[src/rtl/regfile_param.sv]
// Parameterised register file with two combinational read ports, one write port and a
// re-initialisation sequencer. Define REGFILE_BYPASS_EN to forward same-cycle write data to reads.
module regfile_param #(
  parameter int DATA_W = 32,
  parameter int ADDR_W = 5
) (
  input  logic              clk,
  input  logic              rst_n,
  input  logic [ADDR_W-1:0] rs,
  input  logic [ADDR_W-1:0] rt,
  output logic [DATA_W-1:0] rd_data_a,
  output logic [DATA_W-1:0] rd_data_b,
  input  logic              wr_en,
  input  logic [ADDR_W-1:0] wr_addr,
  input  logic [DATA_W-1:0] wr_data,
  output logic              wr_ready,
  input  logic              init_req,
  output logic              busy,
  output logic              init_done,
  output logic              fsmState
);

  localparam int NUM_REGS = 2 ** ADDR_W;
  localparam logic [ADDR_W-1:0] LAST_IDX = ADDR_W'(NUM_REGS - 1);

  typedef enum logic {
    IDLE = 1'b0,
    INIT = 1'b1
  } stateE;

  stateE             stateQ, stateD;
  logic [ADDR_W-1:0] idxQ, idxD;
  logic              initDoneQ, initDoneD;
  logic [DATA_W-1:0] regFile [NUM_REGS];
  logic              wrFire;

  // Write handshake: wr_en is the request, wr_ready the acceptance; a write happens only on an
  // edge where both are high. A request seen while wr_ready is low is dropped, never held.
  assign wr_ready  = (stateQ == IDLE);
  assign busy      = (stateQ == INIT);
  assign init_done = initDoneQ;
  assign fsmState  = stateQ;
  assign wrFire    = wr_en && wr_ready && (wr_addr != '0);

  always_ff @(posedge clk or negedge rst_n) begin
    if (!rst_n) begin
      stateQ    <= IDLE;
      idxQ      <= ADDR_W'(1);
      initDoneQ <= 1'b0;
    end else begin
      stateQ    <= stateD;
      idxQ      <= idxD;
      initDoneQ <= initDoneD;
    end
  end

  always_comb begin
    stateD    = stateQ;
    idxD      = idxQ;
    initDoneD = 1'b0;
    case (stateQ)
      IDLE: begin
        if (init_req) begin
          stateD = INIT;
          idxD   = ADDR_W'(1);
        end
      end
      INIT: begin
        idxD = idxQ + 1'b1;
        if (idxQ == LAST_IDX) begin
          stateD    = IDLE;
          idxD      = ADDR_W'(1);
          initDoneD = 1'b1;
        end
      end
      default: stateD = IDLE;
    endcase
  end

  // Entry 0 is never written (idx starts at 1, address-0 writes are filtered) so it stays 0.
  always_ff @(posedge clk or negedge rst_n) begin
    if (!rst_n) begin
      for (int i = 0; i < NUM_REGS; i++) regFile[i] <= DATA_W'(i);
    end else if (stateQ == INIT) begin
      regFile[idxQ] <= DATA_W'(idxQ);
    end else if (wrFire) begin
      regFile[wr_addr] <= wr_data;
    end
  end

  always_comb begin
    rd_data_a = regFile[rs];
    rd_data_b = regFile[rt];
`ifdef REGFILE_BYPASS_EN
    if (wrFire && (wr_addr == rs)) rd_data_a = wr_data;
    if (wrFire && (wr_addr == rt)) rd_data_b = wr_data;
`endif
    if (rs == '0) rd_data_a = '0;
    if (rt == '0) rd_data_b = '0;
  end

endmodule
[config.mk]
export PLATFORM = sky130hd
export DESIGN_NAME = regfile_param
export DESIGN_NICKNAME = d
export VERILOG_FILES = /design/src/rtl/regfile_param.sv
export SDC_FILE = /design/constraint.sdc
export NUM_CORES = 2
export LEC_CHECK = 0
export CORE_MARGIN = 5
export CORE_UTILIZATION = 69
export DETAILED_ROUTE_END_ITERATION = 12
export MAX_ROUTING_LAYER = met4
export PLACE_DENSITY_LB_ADDON = 0.12
export SYNTH_ARGS = -nofsm -noshare
export SYNTH_HDL_FRONTEND = slang
export SYNTH_SLANG_ARGS = --single-unit
[constraint.sdc]
create_clock -name clk -period 4.25 [get_ports clk]
set_clock_uncertainty 0.1 [all_clocks]
set_input_delay 0.85 -clock clk [delete_from_list [all_inputs] [get_ports clk]]
set_output_delay 0.85 -clock clk [all_outputs]
set_load 0.02 [all_outputs]
Yosys cells after proc, flatten, opt, wreduce, memory -nomap -nowiden. Cells that the tools add are included.

Input port bits: 51. Bits in latches: 0. Bits in read-only memories: 0. Flip-flop bits (word level): 1031. Logic and storage cells: 81. Memory bits (writable): 0. Output and inout port bits: 68. Memories kept: 0.

Div/mod/pow operators: 0. Shifts and indexed selects: 0. Reductions and logical operators: 8. Magnitude comparators: 6. $mul: 0. Multiplexer cells: 24. Bitwise logic cells: 5. Equal/unequal tests: 2. Add/sub/neg operators: 1.

Operator list (count): bitwise mux 1024 bit (2); 2-to-1 mux 1024 bit (2); binary-select mux 32 bit (select 5 bit) (2); demux 32 bit (select 5 bit) (2); 2-to-1 mux 32 bit (8); >= comparator 6 bit, second input constant (4); inverter 5 -> 6 bit (4); less-than comparator 6 x 1 -> 1 bit, second input constant (2); zero test 5 bit (2); 2-to-1 mux 5 bit (2); case mux 5 bit (2 select lines) (1); adder 5 x 1 -> 5 bit, second input constant (1); == test 5 bit, second input constant (1); nonzero test 5 bit (1); logical AND 1 bit (4); 2-to-1 mux 1 bit (4); != test 2 x 1 -> 1 bit, second input constant (1); case mux 1 bit (2 select lines) (1); nonzero test 2 bit (1); inverter 1 bit (1).

Longest topological paths before layout.
Depth in word-level cells: 8. Gate-level depth with buffers: 8. Mapped depth without buffers: 6.

Worst setup path before layout. OpenSTA, ideal clock, no wires.

Kind: input to output. Start point: in rs[0]. End point: out rd_data_a[11]. Data arrival time: 2.639 ns. Buffers on the path: 4. Stages: 7. Path slack: 0.661 ns. Required time: 3.300 ns. Path through: buf_2 > inv_1 > buf_2 > buf_1 > clkbuf_1 > o2111ai_1 > a311oi_1.

Word-level cells in the longest chain between the ends: 5. Elaborated cells on any way between the ends: 6. Classes of those cells: mux: 4; bitwise: 1; reduce/logical: 1.

RTL lines: from (decl) (RTL line 9) `input logic [ADDR_W-1:0] rs,`; inverter 5 -> 6 bit (implied by the code) (RTL line 92) `rd_data_a = regFile[rs];`; binary-select mux 32 bit (select 5 bit) (RTL line 92); 2-to-1 mux 32 bit (implied by the code) (2 in series) (RTL line 92); 2-to-1 mux 32 bit (*) (RTL line 98) `if (rs == '0) rd_data_a = '0;`; to (decl) (RTL line 11) `output logic [DATA_W-1:0] rd_data_a,`.

Every way passes the cells marked *; elsewhere a longest branch is shown, timed or not. The select of a mux whose other input is x is not followed.

Worst setup path in the final report.
Start point: in rs[3]. End point: out rd_data_a[4].

The elaborated chain is that of the path after synthesis.

==> results.md <==
- The flow ran to the end, but the final reports show violations.
- The checks that failed: negative setup slack.
- After layout, the worst setup slack is -0.0332 ns.
- The number of sinks handled by clock tree synthesis is 1031.
- In this run, the number of DRC markers left after iteration 0 of detailed routing was 7374.
- The Yosys step of the flow raised 0 warnings.
- The via count of the routed design is 48449.
- The clock root buffer master is clkbuf_16.
- The initial antenna violation count is 2.
- The number of synthesized register bits is 1031.
- For the worst setup path, the data arrival time is 3.33 ns.
- The via count of the first global-routing pass came to 49600.
- The final critical path takes up 101% of the cycle.
- The peak fanout along the critical path is 15.
- The critical path is of the in -> out type.
- TritonCTS built the clock tree.
- The relative max-transition margin is 12.5%.
- The count of buffers added on input and output ports is 118.
- Data on the critical path is required at its endpoint by 3.30 ns.
- The remaining global-route overflow is 0.
- The time the worst path needs with I/O delays and setup is 4.28 ns.
- VDD sags by at most 393 uV.
- The weighted congestion reported at the end of routability-driven placement is 1.02.
- The critical path capture point type is an output port.
- In the routed design, unresolved DRC markers number 0.
- For this run, the total global-route usage over all layers was measured as 48.9%.
- For this design the top-level I/O count stands at 119.
- The pre-antenna-repair detailed-routing pass consisted of 6 iterations.
- The number of buffers between clock root and the deepest sink is 3.
- Max-cap violations in this run came to 0.
- Once detail routing completed, the nets flagged for antenna violations numbered 0.
- The standard cell core area is 0.0886 mm2.
- The pin count of the biggest net entering global routing is 105.
- In the synthesized netlist, the number of instances is 4893.
- The area of the multi-input gates is 0.0336 mm2.
- The post-detailed-route via-to-cell ratio is 7.79.
- The overall power after layout is 27.3 mW.
- Once the floorplan was initialized, standard cells occupied 69.7% of the core.
- The latest clock arrival within the worst-skew pair is 0.72 ns.
- Setup repair after global routing could not meet its margin everywhere.
- The area growth from synthesis to layout is 13.3%.
- The final count of negative-setup-slack endpoints is 6.
- Dividing total power by cell area gives a power density of 390 mW/mm2.
- The H-tree generated during clock tree synthesis spans 3 levels.
- The count of hold-fix buffers inserted at cts is 0.
- At the pin with the least slew margin, the transition time is 1.31 ns.
- The final wirelength is 228000 um.
- The count of different cell masters after synthesis is 54.
- The reported leakage power is 29.6 nW.
- Timing would allow up to 233 MHz.
- The height of the die is 309 um.
- In the final layout, the share of cells above drive strength 1 is 42.8%.
- The die footprint is 0.0956 mm2.
- The max-slew violation count is 0.
- The average instance in the mapped netlist occupies 12.6 um2.
- The average wire per cell in the routed design is 36.6 um.
- After legalization and detailed placement, the total HPWL measured 143000 um.
- Summing every instance area after synthesis gives 0.0618 mm2.
- Fill cells in the final layout number 5225.
- The net count after synthesis is 4949.
- In this run the core area contains 109 standard-cell rows.
- The final hold violation count is 0.
- The total negative setup slack is -0.0850 ns.
- The area occupied by registers is 0.0259 mm2.
- After clock tree synthesis, the clock-pin slew on the worst setup and hold paths is 0.07 ns.
- The number of nets in the layout is 5012.
- The horizontal die dimension is 309 um.
- The total clock buffers created by CTS is 109.
- The kind of path behind the tightest hold check is in -> async.
- The type of element launching the critical path is an input pin.
- The global-route wire length before repair is 331000 um.
- The part of the Yosys area used for sequential elements is 41.9%.
## worst max-delay path, cell delays in order
cell	delay [ns]
buf_2	0.21
buf_4	0.31
and2_2	0.37
buf_12	0.28
a22oi_1	0.16
a311oi_2	0.45
clkdlybuf4s50_1	0.69
## synthesized netlist by cell type, drive strengths merged
cell	count	share of area [%]
nor2b	79	0.80
nand2b	3	0.030
a21oi	1	0.0081
a32oi	3	0.067
nor3	2	0.034
and2	35	0.35
clkbuf	324	2.0
nor4b	3	0.043
clkinv	1	0.0061
dfrtp	950	38
nand4b	3	0.043
dfstp	81	3.4
o22ai	78	1.2
o32ai	1	0.014
nand2	216	1.3
o31ai	94	1.2
mux4	448	16
o2111ai	18	0.26
and3	3	0.030
a22oi	68	0.83
ha	5	0.10
a311oi	64	0.91
o22a	26	0.37
a221oi	46	0.65
a21o	1	0.012
or2	8	0.081
and3b	3	0.043
nor3b	3	0.061
nand3	39	0.32
or4	2	0.024
nor2	807	4.9
mux2i	132	2.1
a211oi	64	0.78
buf	211	2.4
inv	4	0.024
a22o	2	0.028
nand4	5	0.051
mux2	939	20
a21bo	1	0.016
o21ai	120	0.97
## cells by family after synthesis
family,share of synthesized area (%)
AO/OA/AOI/OAI,7.29
adder cells (fa/ha/maj),0.101
buffers and inverters,4.38
flip-flops,41.9
multiplexers,38.2
AND/OR/NAND/NOR,8.13
## sequential cells by signal, summed over array words and instances, names as in the netlist
register,cells
regFile,1024
idxQ,5
init_done,1
busy,1
## cell type report
cell class,count,area share [%]
clock inverter,55,0.989
antenna,4,0.0143
tap,1165,2.08
multi-input combinational,3325,48.0
timing repair buffer,484,7.25
inverter,5,0.0340
sequential,1031,37.0
clock buffer,152,4.62
## repair_timing
item | CTS | global route
cloned | 2 | 4
setup buffers | 0 | 0
setup endpoints to repair | 13 | 28
gates resized for setup | 19 | 47
pin swaps | 2 | 1
## routing by layer
metal	part of all wire, %	global-route usage [%]
met5	0	-
met4	9.1	34.4
met3	14	18.1
met2	43	66.7
met1	34	60.6
## layout by cell type (no fill, tap or decap), types with 62 or more instances in the layout
cell,instances
o31ai_1,90
nand2_1,186
dfrtp_1,950
dfstp_2,81
o21ai_0,97
clkbuf_16,117
a22oi_1,68
a211oi_1,62
mux2_4,423
clkdlybuf4s50_1,71
buf_4,298
nor2b_1,75
nor2_1,805
mux2_2,498
buf_12,78
mux4_2,448
mux2i_1,132
## through the flow
stage                     util [%]  cell area (um2)  cells  setup WS (ns)  hold slack, ns
after floorplan                  -            61800   4893          0.661           0.360
after global placement        74.1            65700   6004         -0.187           0.371
after detailed placement      74.1            65700   6004         -0.205           0.383
after CTS                     78.6            69700   6213        -0.0105          0.0214
after global routing          78.9            70000   6219        -0.0487          0.0418
final                         78.9            70000   6221        -0.0332         0.00627
## report_power, final
group	leakage (nW)	internal, mW	switching (mW)
sequential	14.1	10.6	0.558
clock	1.92	6.17	4.33
combinational	13.7	2.16	3.51
## final timing paths
path	start	to	slack, ns	cells past startpoint
setup / recovery	rs[3]	rd_data_a[4]	-0.03	7
hold / removal	rst_n	regFile[615]	0.006	1
setup reg to reg	idxQ[2]	regFile[143]	1.06	5
hold reg to reg	regFile[929]	regFile[929]	0.40	2
max in group asynchronous	rst_n	regFile[707]	2.82	3
min in group clk	regFile[929]	regFile[929]	0.40	2
No activity file was read; power rests on OpenSTA's default activity.
